`src/rtl/fifo_pkg.sv`:
```
// Shared definitions for the SRAM FIFO read/write engines: skid-buffer
// occupancy encoding, wrap-aware pointer distance and geometry check.
package fifo_pkg;

  typedef enum logic [1:0] {
    BUF_EMPTY = 2'd0,
    BUF_ONE   = 2'd1,
    BUF_TWO   = 2'd2
  } buf_state_e;

  // Distance wr - rd on pointers of pw bits (address plus wrap bit).
  function automatic logic [31:0] ptr_diff(input logic [31:0] wr,
                                           input logic [31:0] rd,
                                           input int unsigned pw);
    logic [31:0] mask;
    mask = (32'd1 << pw) - 32'd1;
    return (wr - rd) & mask;
  endfunction

  // The wrap-bit pointer scheme only works when the RAM is a power of two.
  function automatic bit depth_ok(input int unsigned addrbit,
                                  input int unsigned depth);
    return depth == (32'd1 << addrbit);
  endfunction

endpackage

```
`src/rtl/sram_fifo_reader_if.sv`:
```
// Valid/ready output stream of the FIFO read engine.
interface sram_fifo_reader_if #(
  parameter int WIDTH = 8
);
  logic [WIDTH-1:0] out_data;
  logic             out_vld;
  logic             out_rdy;

  modport master (output out_data, output out_vld, input out_rdy);
  modport slave  (input out_data, input out_vld, output out_rdy);
endinterface

```
`src/rtl/fifo_skid2.sv`:
```
// Two-entry skid buffer: captures one word per cycle into its tail and
// presents a registered head word with a registered valid.
module fifo_skid2
  import fifo_pkg::*;
#(
  parameter int WIDTH = 8
) (
  input  logic             clk,
  input  logic             rst,
  input  logic             flush,
  input  logic             cap,
  input  logic [WIDTH-1:0] cap_data,
  input  logic             pop,
  output buf_state_e       bufcnt,
  output logic [WIDTH-1:0] out_data,
  output logic             out_vld
);

  buf_state_e       state_q, state_d;
  logic [WIDTH-1:0] head_q, head_d;
  logic [WIDTH-1:0] tail_q, tail_d;
  logic             out_vld_q, out_vld_d;

  // Occupancy transitions; the head always holds the oldest word.
  always_comb begin
    state_d = state_q;
    head_d  = head_q;
    tail_d  = tail_q;
    if (flush) begin
      state_d = BUF_EMPTY;
    end else begin
      case (state_q)
        BUF_EMPTY: begin
          if (cap) begin
            state_d = BUF_ONE;
            head_d  = cap_data;
          end else begin
            state_d = BUF_EMPTY;
          end
        end
        BUF_ONE: begin
          if (cap && pop) begin
            head_d = cap_data;
          end else if (cap) begin
            state_d = BUF_TWO;
            tail_d  = cap_data;
          end else if (pop) begin
            state_d = BUF_EMPTY;
          end else begin
            state_d = BUF_ONE;
          end
        end
        BUF_TWO: begin
          // A capture without a pop cannot happen: the reader withholds credit.
          if (pop) begin
            head_d = tail_q;
            if (cap) begin
              tail_d = cap_data;
            end else begin
              state_d = BUF_ONE;
            end
          end else begin
            state_d = BUF_TWO;
          end
        end
        default: begin
          state_d = BUF_EMPTY;
        end
      endcase
    end
    out_vld_d = (state_d != BUF_EMPTY);
  end

  // Buffer registers with asynchronous clear.
  always_ff @(posedge clk or posedge rst) begin
    if (rst) begin
      state_q   <= BUF_EMPTY;
      head_q    <= {WIDTH{1'b0}};
      tail_q    <= {WIDTH{1'b0}};
      out_vld_q <= 1'b0;
    end else begin
      state_q   <= state_d;
      head_q    <= head_d;
      tail_q    <= tail_d;
      out_vld_q <= out_vld_d;
    end
  end

  assign bufcnt   = state_q;
  assign out_data = head_q;
  assign out_vld  = out_vld_q;

endmodule

```
`src/rtl/sram_fifo_reader.sv`:
```
// Read-side engine of the single-clock SRAM FIFO: owns the read pointer,
// issues RAM reads against a 2-word credit and streams words out.
module sram_fifo_reader
  import fifo_pkg::*;
#(
  parameter int ADDRBIT = 6,
  parameter int DEPTH   = 64,
  parameter int WIDTH   = 8
) (
  input  logic                 clk,
  input  logic                 rst,
  input  logic [ADDRBIT:0]     wr_ptr,
  input  logic                 flush,
  output logic [ADDRBIT:0]     rd_ptr,
  output logic [ADDRBIT-1:0]   rdaddress,
  input  logic [WIDTH-1:0]     ram_q,
  sram_fifo_reader_if.master   strm,
  output logic                 empty,
  output logic [ADDRBIT+1:0]   level
);

  localparam int PW = ADDRBIT + 1;
  localparam int LW = ADDRBIT + 2;

  if (!depth_ok(ADDRBIT, DEPTH)) begin : g_depth_check
    $error("sram_fifo_reader: DEPTH must equal 2**ADDRBIT");
  end

  logic [PW-1:0]    rd_ptr_q, rd_ptr_d;
  logic             inflight_q, inflight_d;
  logic [PW-1:0]    avail_s;
  logic [2:0]       credit_s;
  logic             pop_s;
  logic             issue_s;
  buf_state_e       bufcnt_s;
  logic             out_vld_s;
  logic [WIDTH-1:0] out_data_s;

  assign avail_s  = PW'(ptr_diff(32'(wr_ptr), 32'(rd_ptr_q), PW));
  assign pop_s    = out_vld_s & strm.out_rdy;
  // Words that will sit beyond the RAM after this edge if nothing new is issued.
  assign credit_s = 3'(bufcnt_s) + {2'b00, inflight_q} - {2'b00, pop_s};
  assign issue_s  = (avail_s != {PW{1'b0}}) && (credit_s < 3'd2);

  // Pointer advance and in-flight tracking; flush overrides any issue.
  always_comb begin
    rd_ptr_d   = rd_ptr_q;
    inflight_d = 1'b0;
    if (flush) begin
      rd_ptr_d   = wr_ptr;
      inflight_d = 1'b0;
    end else if (issue_s) begin
      rd_ptr_d   = rd_ptr_q + {{(PW-1){1'b0}}, 1'b1};
      inflight_d = 1'b1;
    end else begin
      rd_ptr_d   = rd_ptr_q;
      inflight_d = 1'b0;
    end
  end

  // Read pointer and in-flight flag with asynchronous clear.
  always_ff @(posedge clk or posedge rst) begin
    if (rst) begin
      rd_ptr_q   <= {PW{1'b0}};
      inflight_q <= 1'b0;
    end else begin
      rd_ptr_q   <= rd_ptr_d;
      inflight_q <= inflight_d;
    end
  end

  fifo_skid2 #(.WIDTH(WIDTH)) u_skid (
    .clk      (clk),
    .rst      (rst),
    .flush    (flush),
    .cap      (inflight_q),
    .cap_data (ram_q),
    .pop      (pop_s),
    .bufcnt   (bufcnt_s),
    .out_data (out_data_s),
    .out_vld  (out_vld_s)
  );

  assign rd_ptr        = rd_ptr_q;
  assign rdaddress     = rd_ptr_q[ADDRBIT-1:0];
  assign strm.out_data = out_data_s;
  assign strm.out_vld  = out_vld_s;
  assign level         = LW'(avail_s) + LW'(inflight_q) + LW'(bufcnt_s);
  assign empty         = (level == {LW{1'b0}});

endmodule
```
`src/flat_wrapper.sv`:
```
// flat-port wrapper written by rule: the top's interface ports become plain ports
module sram_fifo_reader_flat import fifo_pkg::*;
#(
  parameter int ADDRBIT = 6,
  parameter int DEPTH   = 64,
  parameter int WIDTH   = 8
)
  (clk, rst, wr_ptr, flush, rd_ptr, rdaddress, ram_q, empty, level, strm_out_data, strm_out_vld, strm_out_rdy);
  sram_fifo_reader_if #(.WIDTH(WIDTH)) strm_i ();
  input  logic clk;
  input  logic rst;
  input  logic [ADDRBIT:0] wr_ptr;
  input  logic flush;
  output logic [ADDRBIT:0] rd_ptr;
  output logic [ADDRBIT-1:0] rdaddress;
  input  logic [WIDTH-1:0] ram_q;
  output logic empty;
  output logic [ADDRBIT+1:0] level;
  output wire logic [$bits(strm_i.out_data)-1:0] strm_out_data;
  output wire logic [$bits(strm_i.out_vld)-1:0] strm_out_vld;
  input wire logic [$bits(strm_i.out_rdy)-1:0] strm_out_rdy;
  assign strm_out_data = strm_i.out_data;
  assign strm_out_vld = strm_i.out_vld;
  assign strm_i.out_rdy = strm_out_rdy;
  sram_fifo_reader #(.ADDRBIT(ADDRBIT), .DEPTH(DEPTH), .WIDTH(WIDTH)) u_core (.clk(clk), .rst(rst), .wr_ptr(wr_ptr), .flush(flush), .rd_ptr(rd_ptr), .rdaddress(rdaddress), .ram_q(ram_q), .strm(strm_i), .empty(empty), .level(level));
endmodule
```
`config.mk`:
```
export PLATFORM = sky130hd
export DESIGN_NAME = sram_fifo_reader_flat
export DESIGN_NICKNAME = d
export VERILOG_FILES = /design/src/rtl/fifo_pkg.sv /design/src/rtl/sram_fifo_reader_if.sv /design/src/rtl/fifo_skid2.sv /design/src/rtl/sram_fifo_reader.sv /design/src/flat_wrapper.sv
export SDC_FILE = /design/constraint.sdc
export NUM_CORES = 1
export LEC_CHECK = 0
export ABC_CLOCK_PERIOD_IN_PS = 7630
export BUFFER_PORTS_ARGS = -buffer_cell sky130_fd_sc_hd__buf_2
export CAP_MARGIN = 5
export CORE_MARGIN = 2
export CORE_UTILIZATION = 35
export CTS_BUF_LIST = sky130_fd_sc_hd__clkbuf_8
export CTS_CLUSTER_DIAMETER = 200
export DETAILED_ROUTE_END_ITERATION = 16
export SLEW_MARGIN = 20
export SYNTH_ARGS = -nofsm -noshare
export SYNTH_HDL_FRONTEND = slang
export SYNTH_SLANG_ARGS = --single-unit
```
`constraint.sdc`:
```
create_clock -name clk -period 7.63 [get_ports clk]
set_input_delay 1.1445 -clock clk [delete_from_list [all_inputs] [get_ports clk]]
set_output_delay 1.1445 -clock clk [all_outputs]
set_load 0.02 [all_outputs]
```
# == Yosys cells after proc, flatten, opt, wreduce, memory -nomap -nowiden ==
# Cells that the tools add are included.
# W data, S select, Z words.
# totals
reg_bits,27
latchBits,0
mem_bits_rw,0
rom_bits,0
in_bits,19
output_inout_bits,31
wordCells,52
mem_count,0
# classes
n_addsub,6
mul,0
n_div,0
magnitude_cmp,1
n_eq_ne,6
n_shift,0
mux,20
bitwise_logic,2
reduce_logical,11
# ops
cell,count
$mux W8,6
$pmux W8 S3,1
$pmux W8 S2,1
$mux W7,2
$mux W2,5
$add A7 B1 Y8,1
$add A8 B2 Y8,1
$logic_not A8 Y1,1
$add A7 B1 Y7 const B,1
$reduce_bool A7 Y1,1
$sub A7 B7 Y7,1
$pmux W2 S3,1
$reduce_bool A2 Y1,3
$reduce_and A5 Y1,1
$mux W1,4
$ne A2 B1 Y1 const B,2
$ne A2 B2 Y1 const B,2
$reduce_and A4 Y1,1
$add A2 B1 Y3,1
$lt A3 B2 Y1 const B,1
$reduce_bool A3 Y1,1
$sub A3 B1 Y3,1
$eq A2 B1 Y1 const B,1
$eq A2 B2 Y1 const B,1
other kinds (4),5

# == Longest topological paths before layout ==
# logic_depth
word_depth,7
depth_mapped,11

# == By module ==
# A second synthesis with hierarchy kept.
# unflattened
hier_cells,190
area_unflattened_um2,2016.9
# modules_own_cells
module,n_inst,cells_per_inst,area_each_um2
sram_fifo_reader,1,129,1141.1
fifo_skid2,1,61,875.8

# == Least setup slack after synthesis ==
# No wires, ideal clock.
# synth_timing
kind,input to output
start,input wr_ptr[0]
end,output empty
t_arrival_ns,3.987
required_ns,6.485
slack_ns,2.499
path_stages,11
cell_sequence,inv_1 -> ha_1 -> inv_1 -> fa_1 -> inv_1 -> fa_1 -> nor2_1 -> nand2_1 -> xnor2_1 -> or4_1 -> nor4_1
# synth_via
elab_chain_len,4
# synth_lines
element,line_no,rtl
"start, declared",flat_wrapper.sv:12,input logic [ADDRBIT:0] wr_ptr;
$sub A7 B7 Y7,fifo_pkg.sv:17,return (wr - rd) & mask;
$add A7 B1 Y8,sram_fifo_reader.sv:88,assign level = LW'(avail_s) + LW'(inflight_q) + LW'(bufcnt_s);
$add A8 B2 Y8,sram_fifo_reader.sv:88,
named net level[4],flat_wrapper.sv:18,output logic [ADDRBIT+1:0] level;
$logic_not A8 Y1,sram_fifo_reader.sv:89,assign empty = (level == {LW{1'b0}});
"end, declared",flat_wrapper.sv:17,output logic empty;
# The timed path passes the listed nets, and every way through them passes these cells.

# == Worst setup path in the final report ==
# layout_timing
start,input wr_ptr[0]
end,output empty
# layout_via
elab_chain_len,4
# layout_lines
element,line_no
$sub A7 B7 Y7,fifo_pkg.sv:17
$add A7 B1 Y8,sram_fifo_reader.sv:88
$add A8 B2 Y8,sram_fifo_reader.sv:88
$logic_not A8 Y1,sram_fifo_reader.sv:89
# No other way between the ends.

==> flow_summary.json <==
{
  "grt_max_degree": 28,
  "worstSetupEndpointType": "output port",
  "cts-root-buf": "clkbuf_8",
  "synth_edf_count": 0,
  "cp-start-kind": "input port",
  "cts_setup_buffers": 0,
  "vias_per_cell": 4.76,
  "gp_congestion": 0.731,
  "fin_setup_tns_ns": 0,
  "tightest_slew_ns": 0.688,
  "ys.flop_type": "dfrtp_1",
  "io_pins": 50,
  "power.internal_w": 0.000467,
  "drc": 0,
  "wl_per_cell_um": 12.5,
  "crit_fanout": 2,
  "power.switching_fraction": 0.488,
  "synth_nets": 228,
  "synth_top_family_by_area": "simple AND/OR/NAND/NOR gates",
  "ctsResizeCount": 0,
  "drv_cap": 0,
  "drt_iter0_markers": 39,
  "p_leak_nw": 1.09,
  "rows": 26,
  "numCtsBuffers": 3,
  "fin_nets": 273,
  "hp-class": "reg -> reg",
  "avgSynthCellArea_sq_um": 9.62,
  "yosys.cell_types.count": 41,
  "power.density_nw_per_um2": 416,
  "p_sw_w": 0.000446,
  "synth_mux_area_frac": 0.103,
  "netlist_area_sq_um": 1870,
  "min_path_cells": 2,
  "critPathKind": "in -> out",
  "period_share": 0.645,
  "vias": 1467,
  "cts_tree": "done",
  "ys_async_sr_fraction": 1.00,
  "placedCellCount": 304,
  "synth_compound_area_frac": 0.129,
  "synth-adder-area-share": 0.117,
  "rsz0062_at_grt": "false",
  "detail-route-antenna-nets": 0,
  "cpMostUsedCell": "inv_1",
  "clk_latency_ns": 0.28,
  "finalNonFillerCells": 308,
  "max_stage_delay_ns": 0.52,
  "reg2regPathDepth": 10,
  "die_h_um": 77.0,
  "die_area_sq_um": 5930,
  "grt_pass1_wl_mm": 6.78,
  "grt_pass1_vias": 1443,
  "cts.sinks": 27,
  "max_freq_mhz": 203,
  "synth_simple_gate_area_frac": 0.152,
  "cts_buffer_depth": 2,
  "finalMaxSlewViolations": 0,
  "hold_violations": 0,
  "drt-total-wl_mm": 3.86,
  "sequentialPowerShare": 0.273,
  "firstDrtPassIters": 4,
  "yosys_warnings": 0,
  "setup_viol": 0,
  "r2r-start": "u_core.rd_ptr[0]$_DFFE_PP0P_",
  "clkPwrFrac": 0.094,
  "die_w_um": 77.0,
  "clkSlewWorstSetupHoldPaths_ns": 0.10,
  "coreArea_sq_um": 5140,
  "slew_headroom": 0.539,
  "cts_hold_buffers": 0,
  "area_delta_synth_final_pct": 17.7,
  "syn_inst": 194,
  "slowest_stage": "or4_1",
  "diodes": 0,
  "min_to": "u_core.u_skid.out_data[3]$_DFFE_PP0P_",
  "worst_ep_required_time_ns": 6.49,
  "fin_crit_ns": 4.92,
  "overflow": 0,
  "critical_path.top_delay_family": "adder cells",
  "yosysSeqAreaShare": 0.362,
  "antenna_found_initial": 0,
  "cp_cell_sequence": "buf_2, inv_1, ha_1, inv_1, fa_1, inv_1, fa_1, nor2_1, nand2_1, xnor2_1, or4_1, nor4_1, buf_2",
  "ys_ff_latch": 27,
  "synth-xor-area-share": 0.0704,
  "holdCritStartpoint": "u_core.u_skid.out_data[3]$_DFFE_PP0P_",
  "track_usage": 0.140,
  "r2r_end": "u_core.rd_ptr[1]$_DFFE_PP0P_",
  "irDropWorstVdd_mv": 0.148,
  "post-dp-hpwl_mm": 3.01,
  "crit_buf_inv": 5,
  "io_buffers": 49,
  "finClkSkew_ns": 0.00563,
  "layout-drive-gt1-share": 0.290,
  "r2r_slack_ns": 4.68,
  "holdWs_ns": 0.483,
  "outcome": "completed",
  "h-tree-depth": 1,
  "initial_utilization": 0.363,
  "crit_arrival_ns": 3.78,
  "pwr-share-comb": 0.633
}
-- sequential cells by signal, summed over array words and instances (netlist names) --
signal,cells
u_core.rd_ptr,7
u_core.u_skid.tail_q,8
u_core.inflight_q,1
u_core.u_skid.bufcnt,2
u_core.u_skid.out_vld,1
u_core.u_skid.out_data,8
-- worst min-delay path: cells and delay by family, from the launching register on --
family / cells / cell delay [ns]
AO/OA/AOI/OAI: 1 / 0.06
flip-flops: 1 / 0.35
AND/OR/NAND/NOR: 1 / 0.04
-- power by group through the flow --
stage	clock network [W]	logic [W]	registers (W)
2_1_floorplan	0	0.000407	0.000284
3_3_place_gp	0	0.000578	0.000251
3_5_place_dp	0	0.000583	0.000253
4_1_cts	0.0000919	0.000586	0.000250
5_1_grt	0.0000983	0.000651	0.000260
6_report	0.0000859	0.000578	0.000249
-- Yosys cell counts (2+ instances only) --
| cell | number | share of area |
|---|---|---|
| dfrtp_1 | 27 | 0.36 |
| nand2_1 | 20 | 0.040 |
| inv_1 | 18 | 0.036 |
| o21ai_0 | 17 | 0.046 |
| ha_1 | 11 | 0.074 |
| nor2_1 | 11 | 0.022 |
| xnor2_1 | 10 | 0.047 |
| mux2_2 | 9 | 0.054 |
| mux2i_1 | 8 | 0.043 |
| a21oi_1 | 7 | 0.019 |
| buf_4 | 6 | 0.024 |
| xor2_1 | 5 | 0.023 |
| fa_1 | 4 | 0.043 |
| nor2b_1 | 4 | 0.013 |
| clkbuf_1 | 3 | 0.0060 |
| nand3_1 | 3 | 0.0080 |
| nand4_1 | 3 | 0.010 |
| nor3_1 | 3 | 0.0080 |
| nor4_1 | 2 | 0.0067 |
| o21bai_1 | 2 | 0.0080 |
-- worst max-delay path by stage --
| stage | from | slack (ns) | endpoint | depth (start not counted) |
|---|---|---|---|---|
| 5_1_grt | wr_ptr[0] | 2.49 | empty | 13 |
| 2_1_floorplan | wr_ptr[0] | 2.50 | empty | 11 |
| 3_3_place_gp | wr_ptr[0] | 2.71 | empty | 13 |
| 3_5_place_dp | wr_ptr[0] | 2.69 | empty | 13 |
| 6_report | wr_ptr[0] | 2.71 | empty | 13 |
| 4_1_cts | wr_ptr[0] | 2.68 | empty | 13 |
-- cells by family (layout without fill, tap and decap cells) --
group	count (synthesis)	count (layout)
AOI/OAI and AO/OA	37	37
and+or+nand+nor	55	55
xor gates and xnor gates	15	15
muxes	18	18
adders and majority gates	15	15
buffers and inverters	27	71
DFF	27	27
-- routing by layer --
layer,routed length (um),GRT usage
met1,1900,0.192
met2,1790,0.229
met3,106,0.0129
met4,63,0.0536
met5,0,0
-- cell usage in the layout (no fill, tap or decap), types with 2 or more instances in the layout --
cell,synthesis,routed
a21oi_1,7,7
buf_2,0,49
clkbuf_8,0,3
dfrtp_1,27,27
fa_1,4,4
ha_1,11,11
inv_1,18,17
mux2_2,9,9
mux2i_1,8,8
nand2_1,20,20
nand3_1,3,3
nand4_1,3,3
nor2_1,11,11
nor2b_1,4,4
nor3_1,3,3
nor4_1,2,2
o21ai_0,17,17
xnor2_1,10,10
xor2_1,5,5
-- final cells by class --
type | instances | area, sq um
tap | 70 | 87.6
timing repair buffer | 49 | 245
clock inverter | 1 | 8.76
clock buffer | 3 | 41.3
multi-input combinational | 140 | 1070
fill | 555 | 2940
sequential | 27 | 676
inverter | 18 | 67.6
-- stage by stage --
stage               setup WS [ns]   util  cell area [sq um]  power, W
detailed placement           2.69  0.417               2140  0.000836
floorplan                    2.50      -               1870  0.000691
finish                       2.71  0.427               2200  0.000913
global route                 2.49  0.427               2200   0.00101
global placement             2.71  0.417               2140  0.000829
CTS                          2.68  0.426               2190  0.000928
Power figures use the tool's default switching activity.
